`src/rtl/scrambler_ctrl_pkg.sv`:
```
// Shared types and helpers for the frame-level additive scrambler controller.
package scrambler_ctrl_pkg;

   typedef enum logic [1:0] {
      IDLE  = 2'd0,
      SHIFT = 2'd1,
      OUT   = 2'd2
   } state_t;

   localparam int FRAME_CNT_W = 16;
   localparam int LFSR_MAX_W  = 32;

   // Width-generic single step; callers zero-extend into LFSR_MAX_W and truncate the result.
   function automatic logic [LFSR_MAX_W-1:0] lfsr_step(
      input logic [LFSR_MAX_W-1:0] state,
      input logic [LFSR_MAX_W-1:0] poly,
      input int unsigned           width
   );
      logic fb;
      fb = (^(state & poly)) ^ state[0];
      return (state >> 1) | (LFSR_MAX_W'(fb) << (width - 1));
   endfunction

endpackage

```
`src/rtl/scrambler_lfsr_core.sv`:
```
// Loadable bit-serial additive LFSR; load has priority over step.
module scrambler_lfsr_core
   import scrambler_ctrl_pkg::*;
#(
   parameter int                    LFSR_WIDTH   = 8,
   parameter logic [LFSR_WIDTH-1:0] POLYNOMIAL   = 8'h71,
   parameter logic [LFSR_WIDTH-1:0] DEFAULT_SEED = '1
) (
   input  logic                  clk,
   input  logic                  rst,
   input  logic                  load,
   input  logic [LFSR_WIDTH-1:0] load_val,
   input  logic                  step,
   input  logic                  d,
   output logic                  out_bit,
   output logic [LFSR_WIDTH-1:0] state
);

   logic [LFSR_WIDTH-1:0] r_lfsr;

   always_ff @(posedge clk) begin
      if (rst) begin
         r_lfsr <= DEFAULT_SEED;
      end else if (load) begin
         r_lfsr <= load_val;
      end else if (step) begin
         r_lfsr <= LFSR_WIDTH'(lfsr_step(LFSR_MAX_W'(r_lfsr), LFSR_MAX_W'(POLYNOMIAL), LFSR_WIDTH));
      end
   end

   assign out_bit = d ^ r_lfsr[0];
   assign state   = r_lfsr;

endmodule

```
`src/rtl/scrambler_frame_ctrl.sv`:
```
// Frame sequencer: reseeds per frame, passes header/bypass words, serially scrambles payload.
module scrambler_frame_ctrl
   import scrambler_ctrl_pkg::*;
#(
   parameter int                    DATA_WIDTH   = 8,
   parameter int                    LFSR_WIDTH   = 8,
   parameter logic [LFSR_WIDTH-1:0] POLYNOMIAL   = 8'h71,
   parameter logic [LFSR_WIDTH-1:0] DEFAULT_SEED = {LFSR_WIDTH{1'b1}},
   parameter int                    HDR_WORDS    = 2
) (
   input  logic                   clk,
   input  logic                   rst,
   input  logic [LFSR_WIDTH-1:0]  cfg_seed,
   input  logic                   cfg_bypass,
   input  logic                   s_valid,
   output logic                   s_ready,
   input  logic [DATA_WIDTH-1:0]  s_data,
   input  logic                   s_last,
   output logic                   m_valid,
   input  logic                   m_ready,
   output logic [DATA_WIDTH-1:0]  m_data,
   output logic                   m_last,
   output logic                   busy,
   output logic [FRAME_CNT_W-1:0] frame_cnt,
   output logic [LFSR_WIDTH-1:0]  lfsr_state
);

   // word_idx must still distinguish "frame start" from "inside frame" when HDR_WORDS is 0.
   localparam int IDX_MAX = (HDR_WORDS > 0) ? HDR_WORDS : 1;
   localparam int IDX_W   = $clog2(IDX_MAX + 1);
   localparam int BIT_W   = (DATA_WIDTH > 1) ? $clog2(DATA_WIDTH) : 1;

   localparam logic [IDX_W-1:0] IDX_LIM  = IDX_W'(IDX_MAX);
   localparam logic [IDX_W-1:0] HDR_IDX  = IDX_W'(HDR_WORDS);
   localparam logic [BIT_W-1:0] BIT_LAST = BIT_W'(DATA_WIDTH - 1);

   state_t                   r_state;
   state_t                   w_state_nxt;
   logic [DATA_WIDTH-1:0]    r_data;
   logic                     r_last;
   logic                     r_bypass;
   logic [IDX_W-1:0]         r_word_idx;
   logic [BIT_W-1:0]         r_bit_cnt;
   logic [FRAME_CNT_W-1:0]   r_frame_cnt;

   logic                     w_accept;
   logic                     w_frame_start;
   logic                     w_bypass;
   logic                     w_hdr;
   logic                     w_pass;
   logic                     w_last_bit;
   logic                     w_lfsr_load;
   logic [LFSR_WIDTH-1:0]    w_load_val;
   logic                     w_lfsr_step;
   logic                     w_d;
   logic                     w_out_bit;
   logic [LFSR_WIDTH-1:0]    w_lfsr;

   assign s_ready       = (r_state == IDLE) & ~rst;
   assign w_accept      = s_valid & s_ready;
   assign w_frame_start = (r_word_idx == '0);
   // On the first word the live cfg_bypass decides; bypass_q only covers later words.
   assign w_bypass      = w_frame_start ? cfg_bypass : r_bypass;
   assign w_pass        = w_hdr | w_bypass;
   assign w_last_bit    = (r_bit_cnt == BIT_LAST);

   generate
      if (HDR_WORDS > 0) begin : g_hdr
         assign w_hdr = (r_word_idx < HDR_IDX);
      end else begin : g_no_hdr
         assign w_hdr = 1'b0;
      end
   endgenerate

   assign w_lfsr_load = w_accept & w_frame_start;
   assign w_load_val  = (cfg_seed == '0) ? DEFAULT_SEED : cfg_seed;
   assign w_lfsr_step = (r_state == SHIFT);
   assign w_d         = r_data[r_bit_cnt];

   scrambler_lfsr_core #(
      .LFSR_WIDTH   (LFSR_WIDTH),
      .POLYNOMIAL   (POLYNOMIAL),
      .DEFAULT_SEED (DEFAULT_SEED)
   ) u_lfsr (
      .clk      (clk),
      .rst      (rst),
      .load     (w_lfsr_load),
      .load_val (w_load_val),
      .step     (w_lfsr_step),
      .d        (w_d),
      .out_bit  (w_out_bit),
      .state    (w_lfsr)
   );

   always_ff @(posedge clk) begin
      if (rst) begin
         r_state <= IDLE;
      end else begin
         r_state <= w_state_nxt;
      end
   end

   always_comb begin
      w_state_nxt = r_state;
      case (r_state)
         IDLE: begin
            if (w_accept) begin
               w_state_nxt = w_pass ? OUT : SHIFT;
            end
         end
         SHIFT: begin
            if (w_last_bit) begin
               w_state_nxt = OUT;
            end
         end
         OUT: begin
            if (m_ready) begin
               w_state_nxt = IDLE;
            end
         end
         default: w_state_nxt = IDLE;
      endcase
   end

   always_ff @(posedge clk) begin
      if (rst) begin
         r_data      <= '0;
         r_last      <= 1'b0;
         r_bypass    <= 1'b0;
         r_word_idx  <= '0;
         r_bit_cnt   <= '0;
         r_frame_cnt <= '0;
      end else begin
         case (r_state)
            IDLE: begin
               if (w_accept) begin
                  r_data    <= s_data;
                  r_last    <= s_last;
                  r_bit_cnt <= '0;
                  if (w_frame_start) begin
                     r_bypass <= cfg_bypass;
                  end
                  if (r_word_idx != IDX_LIM) begin
                     r_word_idx <= r_word_idx + 1'b1;
                  end
               end
            end
            SHIFT: begin
               r_data[r_bit_cnt] <= w_out_bit;
               r_bit_cnt         <= r_bit_cnt + 1'b1;
            end
            OUT: begin
               if (m_ready && r_last) begin
                  r_word_idx  <= '0;
                  r_frame_cnt <= r_frame_cnt + 1'b1;
               end
            end
            default: ;
         endcase
      end
   end

   assign m_valid    = (r_state == OUT);
   assign m_data     = r_data;
   assign m_last     = r_last;
   assign busy       = (r_state != IDLE);
   assign frame_cnt  = r_frame_cnt;
   assign lfsr_state = w_lfsr;

endmodule
```
`config.mk`:
```
export PLATFORM = sky130hd
export DESIGN_NAME = scrambler_frame_ctrl
export DESIGN_NICKNAME = d
export VERILOG_FILES = /design/src/rtl/scrambler_ctrl_pkg.sv /design/src/rtl/scrambler_lfsr_core.sv /design/src/rtl/scrambler_frame_ctrl.sv
export SDC_FILE = /design/constraint.sdc
export NUM_CORES = 1
export LEC_CHECK = 0
export CORE_MARGIN = 2
export CORE_UTILIZATION = 57
export CTS_CLUSTER_SIZE = 24
export DETAILED_ROUTE_END_ITERATION = 16
export DONT_BUFFER_PORTS = 1
export MAX_ROUTING_LAYER = met4
export PLACE_DENSITY = 0.75
export SLEW_MARGIN = 20
export SYNTH_ARGS = -nofsm -noshare
export SYNTH_HDL_FRONTEND = slang
export SYNTH_HIERARCHICAL = 1
export SYNTH_SLANG_ARGS = --single-unit
```
`constraint.sdc`:
```
create_clock -name clk -period 2.04 [get_ports clk]
set_clock_uncertainty 0.2 [all_clocks]
set_input_delay 0.408 -clock clk [delete_from_list [all_inputs] [get_ports clk]]
set_output_delay 0.408 -clock clk [all_outputs]
set_load 0.005 [all_outputs]
```
* Word-level counts from Yosys, hierarchy flattened
Cells that the tools add are included. Widths: inputs -> output; s select.
Operators by class: add/subtract/negate cells 3, $mul 0, div/mod/pow operators 0, order comparisons 3, equal/unequal tests 9, shift-type cells 0, mux-type cells 22, bitwise operators 8, reduce and logical (&&, ||, !) cells 15
Operator list (count):
- $mux 8 | 4
- $reduce_xor 32->1 | 1
- $add 16x1->16 const B | 1
- $pmux 8 s2 | 1
- $mux 2 | 7
- $bwmux 8 | 1
- $logic_not 8->1 | 1
- $or 7x8->8 | 1
- $reduce_bool 2->1 | 4
- $ne 2x1->1 const B | 3
- $ne 2x2->1 const B | 3
- $pmux 2 s3 | 1
- $pmux 3 s2 | 1
- $reduce_and 2->1 | 3
- $logic_not 2->1 | 2
- $lt 3x4->1 const B | 1
- $pmux 2 s2 | 1
- $reduce_and 4->1 | 1
- $add 3x1->3 const B | 1
- $and 1x1->1 | 3
- $bmux 1 s3 | 1
- $demux 1 s3 | 1
- $eq 3x3->1 const B | 1
- $ge 3x1->1 const B | 1
- 11 further kinds | 15
Storage, ports and cells: register bits after elaboration 41, latch bits 0, RAM bits 0, bits in read-only memories 0, input bits 22, memories 0

* Logic depth before layout (Yosys ltp)
Gate-level depths: netlist of run 1.
depth after elaboration 6, depth in mapped cells 10, gate-level depth less buffers 8

* Modules after synthesis
Netlist of run 1, hierarchy kept.
By module, submodules not included:
- scrambler_frame_ctrl | times used 1, cells each 224, area each 1859.3 um^2, sequential area each 660.6 um^2
- scrambler_lfsr_core | times used 1, cells each 39, area each 427.9 um^2, sequential area each 160.2 um^2

* Worst setup path before layout of run 1
OpenSTA, ideal clock, no wires.
path kind register to register, start point reg r_bit_cnt[0], end point reg r_data[0], in the netlist m_data[0], arrival 1.972 ns, data required time 1.754 ns, setup slack -0.217 ns, cell stages (with the launch flop) 10, buffers on the path 2, period minus slack after synthesis 2.257 ns, path through dfxtp_1 > clkbuf_1 > or3b_2 > o22a_1 > nand4_1 > xor2_1 > nand2b_1 > clkbuf_1 > o22ai_1 > a211oi_1
On the way: elaborated cells on any way between the ends 10, classes of those cells 2 x order compare; 6 x mux; 1 x bitwise; 1 x reduce/logical
RTL lines:
- start, declared | RTL line scrambler_frame_ctrl.sv:43 | logic [BIT_W-1:0] r_bit_cnt;
- start signal, assigned | RTL line scrambler_frame_ctrl.sv:150 | r_bit_cnt <= r_bit_cnt + 1'b1;
- $bmux 1 s3 | RTL line scrambler_frame_ctrl.sv:78 | assign w_d = r_data[r_bit_cnt];
- $mux 1 (implied by the code) | RTL line scrambler_frame_ctrl.sv:78
- net w_d | RTL line scrambler_frame_ctrl.sv:55 | logic w_d;
- $xor 1x1->1 | RTL line scrambler_lfsr_core.sv:31 | assign out_bit = d ^ r_lfsr[0];
- net w_out_bit | RTL line scrambler_frame_ctrl.sv:56 | logic w_out_bit;
- $bwmux 8 | RTL line scrambler_frame_ctrl.sv:149 | r_data[r_bit_cnt] <= w_out_bit;
- $pmux 8 s2 | RTL line scrambler_frame_ctrl.sv:134 | case (r_state)
- end signal, assigned | RTL line scrambler_frame_ctrl.sv:137 | r_data <= s_data;
- end signal, assigned by index | RTL line scrambler_frame_ctrl.sv:149
- end, declared | RTL line scrambler_frame_ctrl.sv:39 | logic [DATA_WIDTH-1:0] r_data;
The timed path passes the listed nets, and every way through them passes these cells. The select of a mux whose other input is x is not followed. A chain may end at the register's enable or synchronous reset.

* Final worst setup path of run 1
start point reg r_bit_cnt[0], end point reg r_data[6], in the netlist m_data[6]
Same word-level chain as after synthesis.

==> results of run 1 <==
routing by layer:
layer,vias up,wire (um),part of all wire
met5,-,0,0
met4,0,52,0.012
met2,36,2090,0.47
met3,5,245,0.055
met1,846,2030,0.46
li1,943,-,-
power breakdown:
group	total, W	switching, W	internal (W)
clock network	0.000683	0.000285	0.000398
registers	0.000862	0.0000317	0.000830
logic	0.000168	0.0000824	0.0000856
cell type report:
type / count / share of cell area
Clock buffer: 6 / 0.0318
Clock inverter: 2 / 0.0145
Inverter: 12 / 0.0173
Multi-Input combinational cell: 192 / 0.523
Sequential cell: 41 / 0.319
Tap cell: 50 / 0.0241
Timing Repair Buffer: 22 / 0.0708
through the flow:
stage / util / TNS, ns / cell area [sq um] / setup WS [ns] / std cells
4_1_cts: 0.653 / 0 / 2570 / 0.00209 / 325
5_1_grt: 0.659 / -0.694 / 2600 / -0.108 / 325
3_3_place_gp: 0.619 / -0.0664 / 2440 / -0.0357 / 316
3_5_place_dp: 0.619 / -0.351 / 2440 / -0.0739 / 316
6_report: 0.659 / 0 / 2600 / 0.0230 / 325
2_1_floorplan: - / -0.0305 / 2320 / -0.0305 / 263
cell usage in the layout (no fill, tap or decap), types with 10 or more instances in the layout:
cell      count
buf_4        19
nand2_1      16
dfxtp_1      38
a211oi_1     10
mux2i_1      10
nand2b_1     11
a21oi_1      14
nor2_1       27
inv_1        12
sequential cells by signal (all words and copies together), names as in the netlist:
signal        count
m_last            1
r_state           2
r_bit_cnt         3
r_word_idx        2
m_data            8
frame_cnt        16
u_lfsr/state      8
r_bypass          1
how the worst min path moves through the flow:
stage,from,end,slack [ns],cells after the start
after CTS,rst,u_lfsr/state[6],0.009,1
after floorplan,r_word_idx[1],r_word_idx[1],0.26,2
after global routing,rst,u_lfsr/state[6],0.009,1
final,rst,u_lfsr/state[6],0.02,1
after global placement,r_word_idx[1],r_word_idx[1],0.27,2
after detailed placement,r_word_idx[1],r_word_idx[1],0.28,2
cells by family after synthesis:
logic type / Yosys count / share of synthesized area
XOR/XNOR: 12 / 0.0460
adder cells (fa/ha/maj): 5 / 0.0274
AO/OA/AOI/OAI: 44 / 0.124
flip-flops: 41 / 0.359
buffers and inverters: 30 / 0.0585
multiplexers: 21 / 0.0996
AND/OR/NAND/NOR: 110 / 0.286
what timing repair did:
action	4_1_cts	5_1_grt
endpoints found under the setup margin	8	8
hold endpoints to repair	27	0
gates resized for setup	3	5
pin swaps	4	3
hold buffers	1	0
==> flow_summary.ini, run 1 <==
[cts]
htreeDepth = 2
cts_setup_buffers = 0
cts.sinks = 41
cts-root-buf = clkbuf_8
cts_max_path_buffers = 2
cts_tree = built
numCtsBuffers = 5
clkSlewWorstSetupHoldPaths_ns = 0.08
clk_latency_ns = 0.29

[worst_setup_path]
cp_slowest_cell = or3_4
crit_required_ns = 2.04
r2r_slack_ns = 0.02
crit_cells = 9
critical-path-top-delay-family = simple AND/OR/NAND/NOR gates
cp.buffers_inverters = 1
crit_chain = or3_4, o22ai_2, nor2_1, nand4_1, xor2_1, nand2b_1, buf_6, o22ai_1, a211oi_1
worstRegToRegCells = 9
crit_fanout = 8
endpoint_kind = flop
startpoint = r_bit_cnt[0]
r2r_end = m_data[6]
endpoint = m_data[6]
timing.rr.start = r_bit_cnt[0]
cp-start-kind = flop
worstSetupPathType = flop to flop
arrival_ns = 2.01
critical-path-max-stage-delay_ns = 0.39

[yosys]
synth_area_leaders = dfxtp_1 36%, mux2_2 4.4%, nor2_1 4.4%, mux2i_1 4.4%, a211oi_1 3.3%
ys_ff_latch = 41
netlist.area_leader.share = 0.359
syn_area_sq_um = 2290
ys_warn_count = 6
syn_avg_cell_area_sq_um = 8.70
synth_top_cell_by_area = dfxtp_1
yosys-top-cells-count = 41 x dfxtp_1, 27 x nor2_1, 16 x nand2_1
yosysMostFrequentCell = dfxtp_1
ys_types = 50
synth_async_sr_flop_share = 0
synth-main-ff-cell = dfxtp_1
synthCells = 263
seq_area_frac_synth = 0.359
synth-edff-count = 0
syn-num-nets = 290

[cells_and_area]
layout-drive-gt1-share = 0.215
antenna_cells = 0
areaGrowthSynthToFinish_pct = 13.5
regArea_sq_um = 827
nets = 301
multiInputGateArea_sq_um = 1360
n_fill_cell = 345

[detailed_routing]
drt_iter0_markers = 81
vias_per_cell = 5.63
ant_nets = 0
post-route-drc-count = 0
finalWirelength_um = 4420
vias = 1830
wire_per_inst_um = 13.6
first_pass_iters = 4

[floorplan]
start_util = 0.580
ios = 58
core_sq_um = 3940
die_area_sq_um = 4540
rows = 23
die_h_um = 67.3
fp.dieW_um = 67.3

[grt]
use_met3 = 0.0567
grt_most_used_layer = met2
grt_util_met2 = 0.335
gr-usage-met1 = 0.257
grt_max_degree = 30
grt-ovfl-total = 0
antenna_found_initial = 0
track_usage = 0.210
grt_pass1_vias = 1652
grt_pass1_wl_um = 7120

[sta]
hold_slack_ns = 0.0224
rsz0062_at_grt = yes
setup_viol = 0
worst_pin_slew_ns = 1.01
finalCritPeriodShare = 0.989
slew_headroom = 0.327
final.min_clock_period_ns = 2.02
hold_viol_final = 0
timing.fmax_mhz = 496
slew_violations = 0

[pwr]
powerDensity_nw_per_um2 = 660
ir_drop_mv = 0.415
leakagePower_nw = 0.978
finalPower_w = 0.00171

[run]
cap_violations = 0

[min_path]
min-delay-path-class = primary input to flop

[placed_design]
port_buffers = 0
globalplace.congestion = 0.756
place.detailed.hpwl_um = 3120

[status]
status = completed
Note: power is estimated with default switching activity, not from simulation.
==> inputs of run 2 (changes only) <==
REMOVE_ABC_BUFFERS = 1   (was default)
==> run 2 against run 1 <==
  * Setup slack worse by 0.13 ns
  * First-iteration DRC count is 19% higher
  * Final area up 5.8%
  * Hold slack lost 0.034 ns
  * Routed wire length rose by 12%
  * Critical endpoint unchanged
  * The flow now finishes with violations (hold timing, setup timing)
  * Combinational power up 5%
  * Clock power shrank 27%
  * Core utilization grew 3.8 points
  * Total power fell by 10%
  * Critical path depth unchanged
==> flow_summary.ini, run 2 (synthesized netlist as in run 1, its figures left out) <==
[detailed_routing]
post-route-drc-count = 0
wire_per_inst_um = 14.5
vias_per_cell = 5.66
finalWirelength_um = 4950
met3_length_um = 202
dr_wl_met2_um = 2480
ant_nets = 0
drt_iter0_markers = 96
topRoutingLayerUsed = met4
first_pass_iters = 4
met1_length_um = 2240
vias = 1936

[grt]
grt_pass1_wl_um = 7620
grt-ovfl-total = 0
grt_max_degree = 51
antenna_found_initial = 0
grt_pass1_vias = 1795
track_usage = 0.223

[floorplan]
core_sq_um = 3940
rows = 23
die_h_um = 67.3
die_area_sq_um = 4540
start_util = 0.580
fp.dieW_um = 67.3
ios = 58

[cells_and_area]
final_cell_mix = 37 x dfxtp_1, 32 x buf_4, 27 x nor2_1, 16 x nand2_1, 14 x a21oi_1
nets = 318
largest_reg_flops = 16
layout-drive-gt1-share = 0.281
areaGrowthSynthToFinish_pct = 20.1
final_common_cell = dfxtp_1
design_area_sq_um = 2750
layout.cells.non_filler = 342
antenna_cells = 0

[min_path]
min-delay-path-class = primary input to flop

[pwr]
ir_drop_mv = 0.455
leakagePower_nw = 1.08
finalPower_w = 0.00154
powerDensity_nw_per_um2 = 561

[cts]
cts_max_path_buffers = 2
cts.sinks = 41
numCtsBuffers = 5
cts_hold_buf = 4
cts_tree = built
htreeDepth = 2
cts-root-buf = clkbuf_8
clk_latency_ns = 0.28
clkSlewWorstSetupHoldPaths_ns = 0.08

[sta]
hold_viol_final = 20
rsz0062_at_grt = yes
final.min_clock_period_ns = 2.14
slew_headroom = 0.707
setup_slack_ns = -0.102
timing.fmax_mhz = 467
hold_slack_ns = -0.0120
slew_violations = 0
finalCritPeriodShare = 1.05
setup_viol = 7
worst_pin_slew_ns = 0.439

[placed_design]
place_area_sq_um = 2500
globalplace.congestion = 0.875
dp.cells = 326
place.detailed.hpwl_um = 3340
port_buffers = 0
post-place-ws_ns = -0.118

[worst_setup_path]
critical-path-max-stage-delay_ns = 0.37
cp-start-kind = flop
cp_slowest_cell = or3b_4
worstSetupPathType = flop to flop
crit_chain = buf_6, or3b_4, o22a_1, nand4_1, xor2_1, nand2b_4, buf_8, o22ai_1, a211oi_1
crit_fanout = 7
arrival_ns = 2.13
crit_required_ns = 2.03
endpoint_kind = flop

[run]
cap_violations = 0

[status]
violations = hold timing, setup timing
status = finished with violations
==> run 2: power breakdown <==
group / internal (W) / switching [W]
Clock: 0.000237 / 0.000262
Sequential: 0.000832 / 0.0000322
Combinational: 0.0000938 / 0.0000830
==> run 2: final timing paths <==
path | start | to | slack [ns] | depth (start not counted)
max | r_bit_cnt[2] | m_data[6] | -0.10 | 9
min reg2reg | r_word_idx[1] | r_word_idx[1] | 0.29 | 2
min | rst | m_data[4] | -0.01 | 1
max reg2reg | r_bit_cnt[2] | m_data[6] | -0.10 | 9
==> run 2: area by class of cell <==
type | count | area (sq um)
Clock buffer | 6 | 72.6
Clock inverter | 2 | 10.0
Fill cell | 316 | 1200
Inverter | 12 | 45.0
Multi-Input combinational cell | 192 | 1410
Sequential cell | 41 | 826
Tap cell | 50 | 62.6
Timing Repair Buffer | 39 | 318
==> run 2: stage by stage <==
| stage | util | setup TNS [ns] |
|---|---|---|
| 2_1_floorplan | - | -6.73 |
| 3_3_place_gp | 0.633 | -0.322 |
| 3_5_place_dp | 0.633 | -0.720 |
| 4_1_cts | 0.684 | -0.235 |
| 5_1_grt | 0.697 | -0.898 |
| 6_report | 0.697 | -0.219 |
==> run 2: timing repair <==
| action | 4_1_cts | 5_1_grt |
|---|---|---|
| setup endpoints to repair | 8 | 9 |
| pin swaps | 14 | 10 |
| resized for setup | 15 | 8 |
| buffers inserted | 2 | 2 |
| endpoints found under the hold margin | 26 | 23 |
==> run 2: per-layer routing <==
layer | vias up | global-route usage
met3 | 2 | 0.0467
li1 | 970 | -
met2 | 40 | 0.381
met4 | 0 | 0.0536
met1 | 924 | 0.269
met5 | - | -
==> run 2: critical path: cells and delay by family, from the launching register on <==
kind            cells  cell delay (ns)
flops               1             0.34
compound gates      3             0.53
buf+inv             2             0.24
xor+xnor            1             0.15
simple gates        3             0.60
